--- config.mk ---
export PLATFORM = sky130hd
export DESIGN_NAME = input_conditioner
export DESIGN_NICKNAME = d
export VERILOG_FILES = /design/src/rtl/input_cond_pkg.sv /design/src/rtl/debounce_channel.sv /design/src/rtl/input_conditioner.sv
export SDC_FILE = /design/constraint.sdc
export NUM_CORES = 1
export LEC_CHECK = 0
export CAP_MARGIN = 10
export CORE_MARGIN = 3
export CORE_UTILIZATION = 50
export DETAILED_ROUTE_END_ITERATION = 10
export PLACE_DENSITY_LB_ADDON = 0.15
export SLEW_MARGIN = 10
export SYNTH_ARGS = -nofsm -noshare
export SYNTH_HDL_FRONTEND = slang
export SYNTH_HIERARCHICAL = 1
export SYNTH_SLANG_ARGS = --single-unit
--- constraint.sdc ---
create_clock -name MAX10_CLK1_50 -period 2 [get_ports MAX10_CLK1_50]
set_input_delay 0.4 -clock MAX10_CLK1_50 [delete_from_list [all_inputs] [get_ports MAX10_CLK1_50]]
set_output_delay 0.4 -clock MAX10_CLK1_50 [all_outputs]
set_load 0.03 [all_outputs]
--- src/rtl/input_cond_pkg.sv ---
// Shared types and constants for the board input conditioner.
// Debounce counts must be >= 2 and fit in CNT_W bits (2**CNT_W >= DEBOUNCE_CYCLES).
package input_cond_pkg;

  typedef enum logic {
    STABLE  = 1'b0,
    PENDING = 1'b1
  } dbnc_state_t;

  localparam int DEBOUNCE_CYCLES_DEFAULT = 500000;
  localparam int CNT_W_DEFAULT           = 19;

  localparam int CH_SW0  = 0;
  localparam int CH_SW1  = 1;
  localparam int CH_KEY0 = 2;
  localparam int CH_KEY1 = 3;

endpackage

--- src/rtl/debounce_channel.sv ---
// One active-high input: 2-flop synchroniser, debounce FSM, registered level and edge pulses.
module debounce_channel
  import input_cond_pkg::*;
#(
  parameter int DEBOUNCE_CYCLES = DEBOUNCE_CYCLES_DEFAULT,
  parameter int CNT_W           = CNT_W_DEFAULT
) (
  input  logic i_clk,
  input  logic i_rst,
  input  logic i_log,
  output logic o_level,
  output logic o_rise,
  output logic o_fall
);

  localparam logic [CNT_W-1:0] LP_CNT_LAST = CNT_W'(DEBOUNCE_CYCLES - 1);

  logic             r_s1, r_s2, r_stb, r_rise, r_fall;
  logic [CNT_W-1:0] r_cnt;
  dbnc_state_t      r_state;

  logic             w_stb_nxt, w_rise_nxt, w_fall_nxt;
  logic [CNT_W-1:0] w_cnt_nxt;
  dbnc_state_t      w_state_nxt;

  always_ff @(posedge i_clk or posedge i_rst) begin
    if (i_rst) begin
      r_s1    <= 1'b0;
      r_s2    <= 1'b0;
      r_state <= STABLE;
      r_cnt   <= '0;
      r_stb   <= 1'b0;
      r_rise  <= 1'b0;
      r_fall  <= 1'b0;
    end else begin
      r_s1    <= i_log;
      r_s2    <= r_s1;
      r_state <= w_state_nxt;
      r_cnt   <= w_cnt_nxt;
      r_stb   <= w_stb_nxt;
      r_rise  <= w_rise_nxt;
      r_fall  <= w_fall_nxt;
    end
  end

  // Bounce check precedes expiry, so a reversion on the final count aborts the change.
  always_comb begin
    w_state_nxt = r_state;
    w_cnt_nxt   = r_cnt;
    w_stb_nxt   = r_stb;
    w_rise_nxt  = 1'b0;
    w_fall_nxt  = 1'b0;
    unique case (r_state)
      STABLE: begin
        if (r_s2 != r_stb) begin
          w_state_nxt = PENDING;
          w_cnt_nxt   = CNT_W'(1);
        end else begin
          w_cnt_nxt   = '0;
        end
      end
      PENDING: begin
        if (r_s2 == r_stb) begin
          w_state_nxt = STABLE;
          w_cnt_nxt   = '0;
        end else if (r_cnt == LP_CNT_LAST) begin
          w_state_nxt = STABLE;
          w_cnt_nxt   = '0;
          w_stb_nxt   = r_s2;
          w_rise_nxt  = r_s2;
          w_fall_nxt  = ~r_s2;
        end else begin
          w_cnt_nxt   = r_cnt + CNT_W'(1);
        end
      end
      default: begin
        w_state_nxt = STABLE;
        w_cnt_nxt   = '0;
      end
    endcase
  end

  assign o_level = r_stb;
  assign o_rise  = r_rise;
  assign o_fall  = r_fall;

endmodule

--- src/rtl/input_conditioner.sv ---
// Board switch/key conditioner: polarity normalisation then one debounce channel per pin.
module input_conditioner
  import input_cond_pkg::*;
#(
  parameter int               WIDTH           = 4,
  parameter int               DEBOUNCE_CYCLES = DEBOUNCE_CYCLES_DEFAULT,
  parameter int               CNT_W           = CNT_W_DEFAULT,
  parameter logic [WIDTH-1:0] ACTIVE_LOW      = 4'b1100
) (
  input  logic             MAX10_CLK1_50,
  input  logic             reset_reset,
  input  logic [WIDTH-1:0] pin_i,
  output logic [WIDTH-1:0] level_o,
  output logic [WIDTH-1:0] rise_o,
  output logic [WIDTH-1:0] fall_o
);

  // Inverting ahead of the synchroniser keeps reset (0) equal to the inactive level.
  logic [WIDTH-1:0] w_log;
  assign w_log = pin_i ^ ACTIVE_LOW;

  for (genvar g = 0; g < WIDTH; g++) begin : g_ch
    debounce_channel #(
      .DEBOUNCE_CYCLES (DEBOUNCE_CYCLES),
      .CNT_W           (CNT_W)
    ) u_ch (
      .i_clk   (MAX10_CLK1_50),
      .i_rst   (reset_reset),
      .i_log   (w_log[g]),
      .o_level (level_o[g]),
      .o_rise  (rise_o[g]),
      .o_fall  (fall_o[g])
    );
  end

endmodule

==> flow_summary_export.csv <==
group,metric,value,unit
job,maxCapViolations,0,
die,start_util,52.63,%
pwr,pwr-share-seq,60.7,%
placement,numPortBuffers,17,
global_routing,grt_max_degree,26,
synth,synth.area.top_cells,"dfrtp_1 53%, xnor2_1 7.5%, nor2_1 5.4%",
timing,rsz0062_at_grt,"yes",
cells_and_area,insertedDiodeCount,0,
pwr,p_int,2631,µW
critical_path,r2r_cells,5,
detailed_routing,first_iter_violations,141,
cells_and_area,drive_gt1_share,15.31,%
timing,clock.fmax,0.5063,GHz
critical_path,slowest_stage,"or4b_1",
clock_network,clkTransAtPathRegs,90,ps
pwr,switching_share,24.17,%
cells_and_area,final_util,61.32,%
die,io_pins,18,
global_routing,overflow,0,
clock_network,cts_made_buffers,9,
detailed_routing,drt_wl_total,8613,µm
critical_path,worstPathArrival,2220,ps
worst_hold_path,min_from,"g_ch[2].u_ch/r_s1$_DFF_PP0_",
critical_path,cp_max_fo,9,
clock_network,cts_buffer_depth,2,
critical_path,rr_endpoint,"g_ch[2].u_ch/r_cnt[5]$_DFF_PP0_",
synth,yosysSeqAreaShare,53.22,%
detailed_routing,drt_pass1_iterations,6,
pwr,ir_drop,0.0005516,V
clock_network,cts_tree,"done",
synth,avgSynthCellArea,10.45,µm²
clock_network,hold_buffers,0,
synth,synthSimpleGateAreaFrac,24.80,%
die,coreArea,0.008934,mm²
synth,ys_warn_count,6,
synth,synthAdderAreaFrac,1.064,%
die,die_h,103.0,µm
detailed_routing,ant_nets,0,
synth,synthCells,450,
synth,syn_nets,460,
timing,slew_headroom,78.22,%
global_routing,antenna_found_initial,0,
detailed_routing,viasPerCell,5.441,
cells_and_area,finalNetCount,521,
critical_path,rrSetupSlack,20,ps
timing,worst_pin_slew,322.2,ps
global_routing,grt_pass1_vias,3374,
critical_path,crit_type,"flop to flop",
worst_hold_path,hold-path-endpoint,"g_ch[2].u_ch/r_s2$_DFF_PP0_",
worst_hold_path,min_path_cells,0,
clock_network,h-tree-depth,3,
timing,holdWs,355.0,ps
clock_network,root_buffer,"clkbuf_8",
global_routing,track_usage,17.97,%
timing,final-hold-violation-count,0,
synth,synth_area,0.004702,mm²
clock_network,cts.sinks,100,
clock_network,clk_latency,360,ps
worst_hold_path,hold_path.class,"flop to flop",
synth,synth.top_cell.area_share,53.22,%
detailed_routing,drc,0,
pwr,power.share.clock,33.0,%
timing,setup_viol,0,
placement,place.gp.congestion,0.8601,
critical_path,crit_chain,"or4b_1, or4_4, o21bai_4, buf_6, nor2_1",
synth,synth_edf_count,0,
pwr,p_switching,838.3,µW
synth,synth_largest_area_cell,"dfrtp_1",
pwr,power_frac_comb,6.3,%
pwr,cellLeakagePower,0.002179,µW
critical_path,cpPeakStageDelay,530,ps
critical_path,endpoint_kind,"flop",
detailed_routing,vias,3395,
timing,layout_min_cycle_time,1975,ps
placement,hpwl,6124,µm
pwr,report.power.total,3469,µW
timing,fin_skew,8.971,ps
synth,synth-compound-area-share,5.428,%
status,status,"completed",
timing,slew_viol_final,0,
synth,synthXorXnorAreaFrac,11.18,%
pwr,p_per_area,633.3,mW/mm²
synth,synth-main-ff-cell,"dfrtp_1",
synth,synth_top_family_by_area,"simple AND/OR/NAND/NOR gates",
synth,synthMuxAreaShare,0.9580,%
synth,synthTopCellsByCount,"100 x dfrtp_1, 68 x nor2_1, 40 x xnor2_1, 32 x nand4_1, 28 x nand2_1",
die,num_rows,34,
critical_path,start_kind,"flop",
die,die_x,103.0,µm
global_routing,grt_pass1_wl,15290,µm
die,dieArea,0.01060,mm²
critical_path,regToRegStartpoint,"g_ch[2].u_ch/r_cnt[12]$_DFF_PP0_",
synth,ys_seq_elements,100,
cells_and_area,area_growth,16.50,%
detailed_routing,wire_per_inst,13.80,µm
critical_path,worstPathRequired,2250,ps
timing,min_period_over_period,98.75,%
synth,yosysMostFrequentCell,"dfrtp_1",
synth,yosysUniqueCellTypes,27,
synth,async_reset_ff_share,100.0,%
## power groups by stage
| stage | Sequential, µW | Clock, µW | Combinational (µW) |
|---|---|---|---|
| finish | 2110 | 1140 | 219 |
| global route | 2110 | 1300 | 248 |
| CTS | 2110 | 1200 | 220 |
| detailed placement | 2150 | 0 | 219 |
| global placement | 2140 | 0 | 215 |
| floorplan | 2130 | 0 | 153 |
## placed cells by master, fill, tap and decap left out, drive strengths merged, types with 8 or more instances in the layout
master / netlist / final
nand2: 28 / 28
xnor2: 40 / 40
buf: 8 / 41
nand4: 32 / 32
clkbuf: 0 / 11
nor4: 16 / 16
xor2: 20 / 20
or3: 8 / 8
nand3: 24 / 24
dfrtp: 100 / 100
nor2: 68 / 68
o21ai: 12 / 12
nor3: 16 / 16
or4: 8 / 8
clkdlybuf4s50: 0 / 17
inv: 18 / 18
a21oi: 12 / 12
## worst max path at each step
stage,slack (ps),cells after the start,startpoint,to
final,20,5,g_ch[2].u_ch/r_cnt[12]$_DFF_PP0_,g_ch[2].u_ch/r_cnt[5]$_DFF_PP0_
after CTS,-30,4,g_ch[2].u_ch/r_cnt[12]$_DFF_PP0_,g_ch[2].u_ch/o_level$_DFFE_PP0P_
after floorplan,-60,5,g_ch[0].u_ch/r_cnt[5]$_DFF_PP0_,g_ch[0].u_ch/o_level$_DFFE_PP0P_
after global placement,20,4,g_ch[2].u_ch/r_cnt[12]$_DFF_PP0_,g_ch[2].u_ch/o_level$_DFFE_PP0P_
after detailed placement,-30,4,g_ch[0].u_ch/r_cnt[12]$_DFF_PP0_,g_ch[0].u_ch/o_level$_DFFE_PP0P_
after global routing,-30,5,g_ch[2].u_ch/r_cnt[12]$_DFF_PP0_,g_ch[2].u_ch/r_cnt[5]$_DFF_PP0_
## timing repair
action                     4_1_cts  5_1_grt
pin swaps                        2        3
setup buffers                    0        1
resized for setup                0        5
setup endpoints to repair        3       14
## logic make-up (layout without fill, tap and decap cells)
group,after synthesis,in the layout
AOI/OAI and AO/OA,36,36
xor gates and xnor gates,60,60
adders and majority gates,4,4
buffers and inverters,26,92
DFF,100,100
muxes,4,4
and+or+nand+nor,220,220
## metrics by stage
| stage | instance area, µm² | worst slack (ps) | instances | setup TNS, ps |
|---|---|---|---|---|
| floorplan | 4742 | -63.14 | 450 | -252.5 |
| global placement | 5283 | 17.85 | 607 | 0 |
| detailed placement | 5283 | -26.75 | 607 | -49.55 |
| CTS | 5451 | -33.44 | 623 | -33.44 |
| global route | 5478 | -26.95 | 624 | -143.9 |
| finish | 5478 | 25.00 | 624 | 0 |
## critical path: cells and delay by family (launching register included)
family / cells / cell delay [ps]
flip-flops: 1 / 390
AND/OR/NAND/NOR: 3 / 1060
AO/OA/AOI/OAI: 1 / 250
buffers and inverters: 1 / 170
## state kept, by name (all words and copies together) (netlist names)
| signal | cells |
|---|---|
| g_ch.u_ch/o_fall | 4 |
| g_ch.u_ch/o_level | 4 |
| g_ch.u_ch/r_cnt | 76 |
| g_ch.u_ch/r_s2 | 4 |
| g_ch.u_ch/r_state | 4 |
| g_ch.u_ch/r_s1 | 4 |
| g_ch.u_ch/o_rise | 4 |
## metal layers
metal / up-vias / GRT usage, % / share of wire (%)
li1: 1708 / - / -
met2: 51 / 27.58 / 46
met5: - / 0 / 0
met1: 1628 / 25.16 / 50
met4: 0 / 6.076 / 1.0
met3: 8 / 4.263 / 2.9
## cell type report
type	count	area (µm²)
fill	755	3456
multi-input combinational	324	2093
clock inverter	5	27.53
inverter	18	67.56
clock buffer	11	141.4
timing repair buffer	58	510.5
tap	108	135.1
sequential	100	2502
Power figures use the tool's default switching activity.
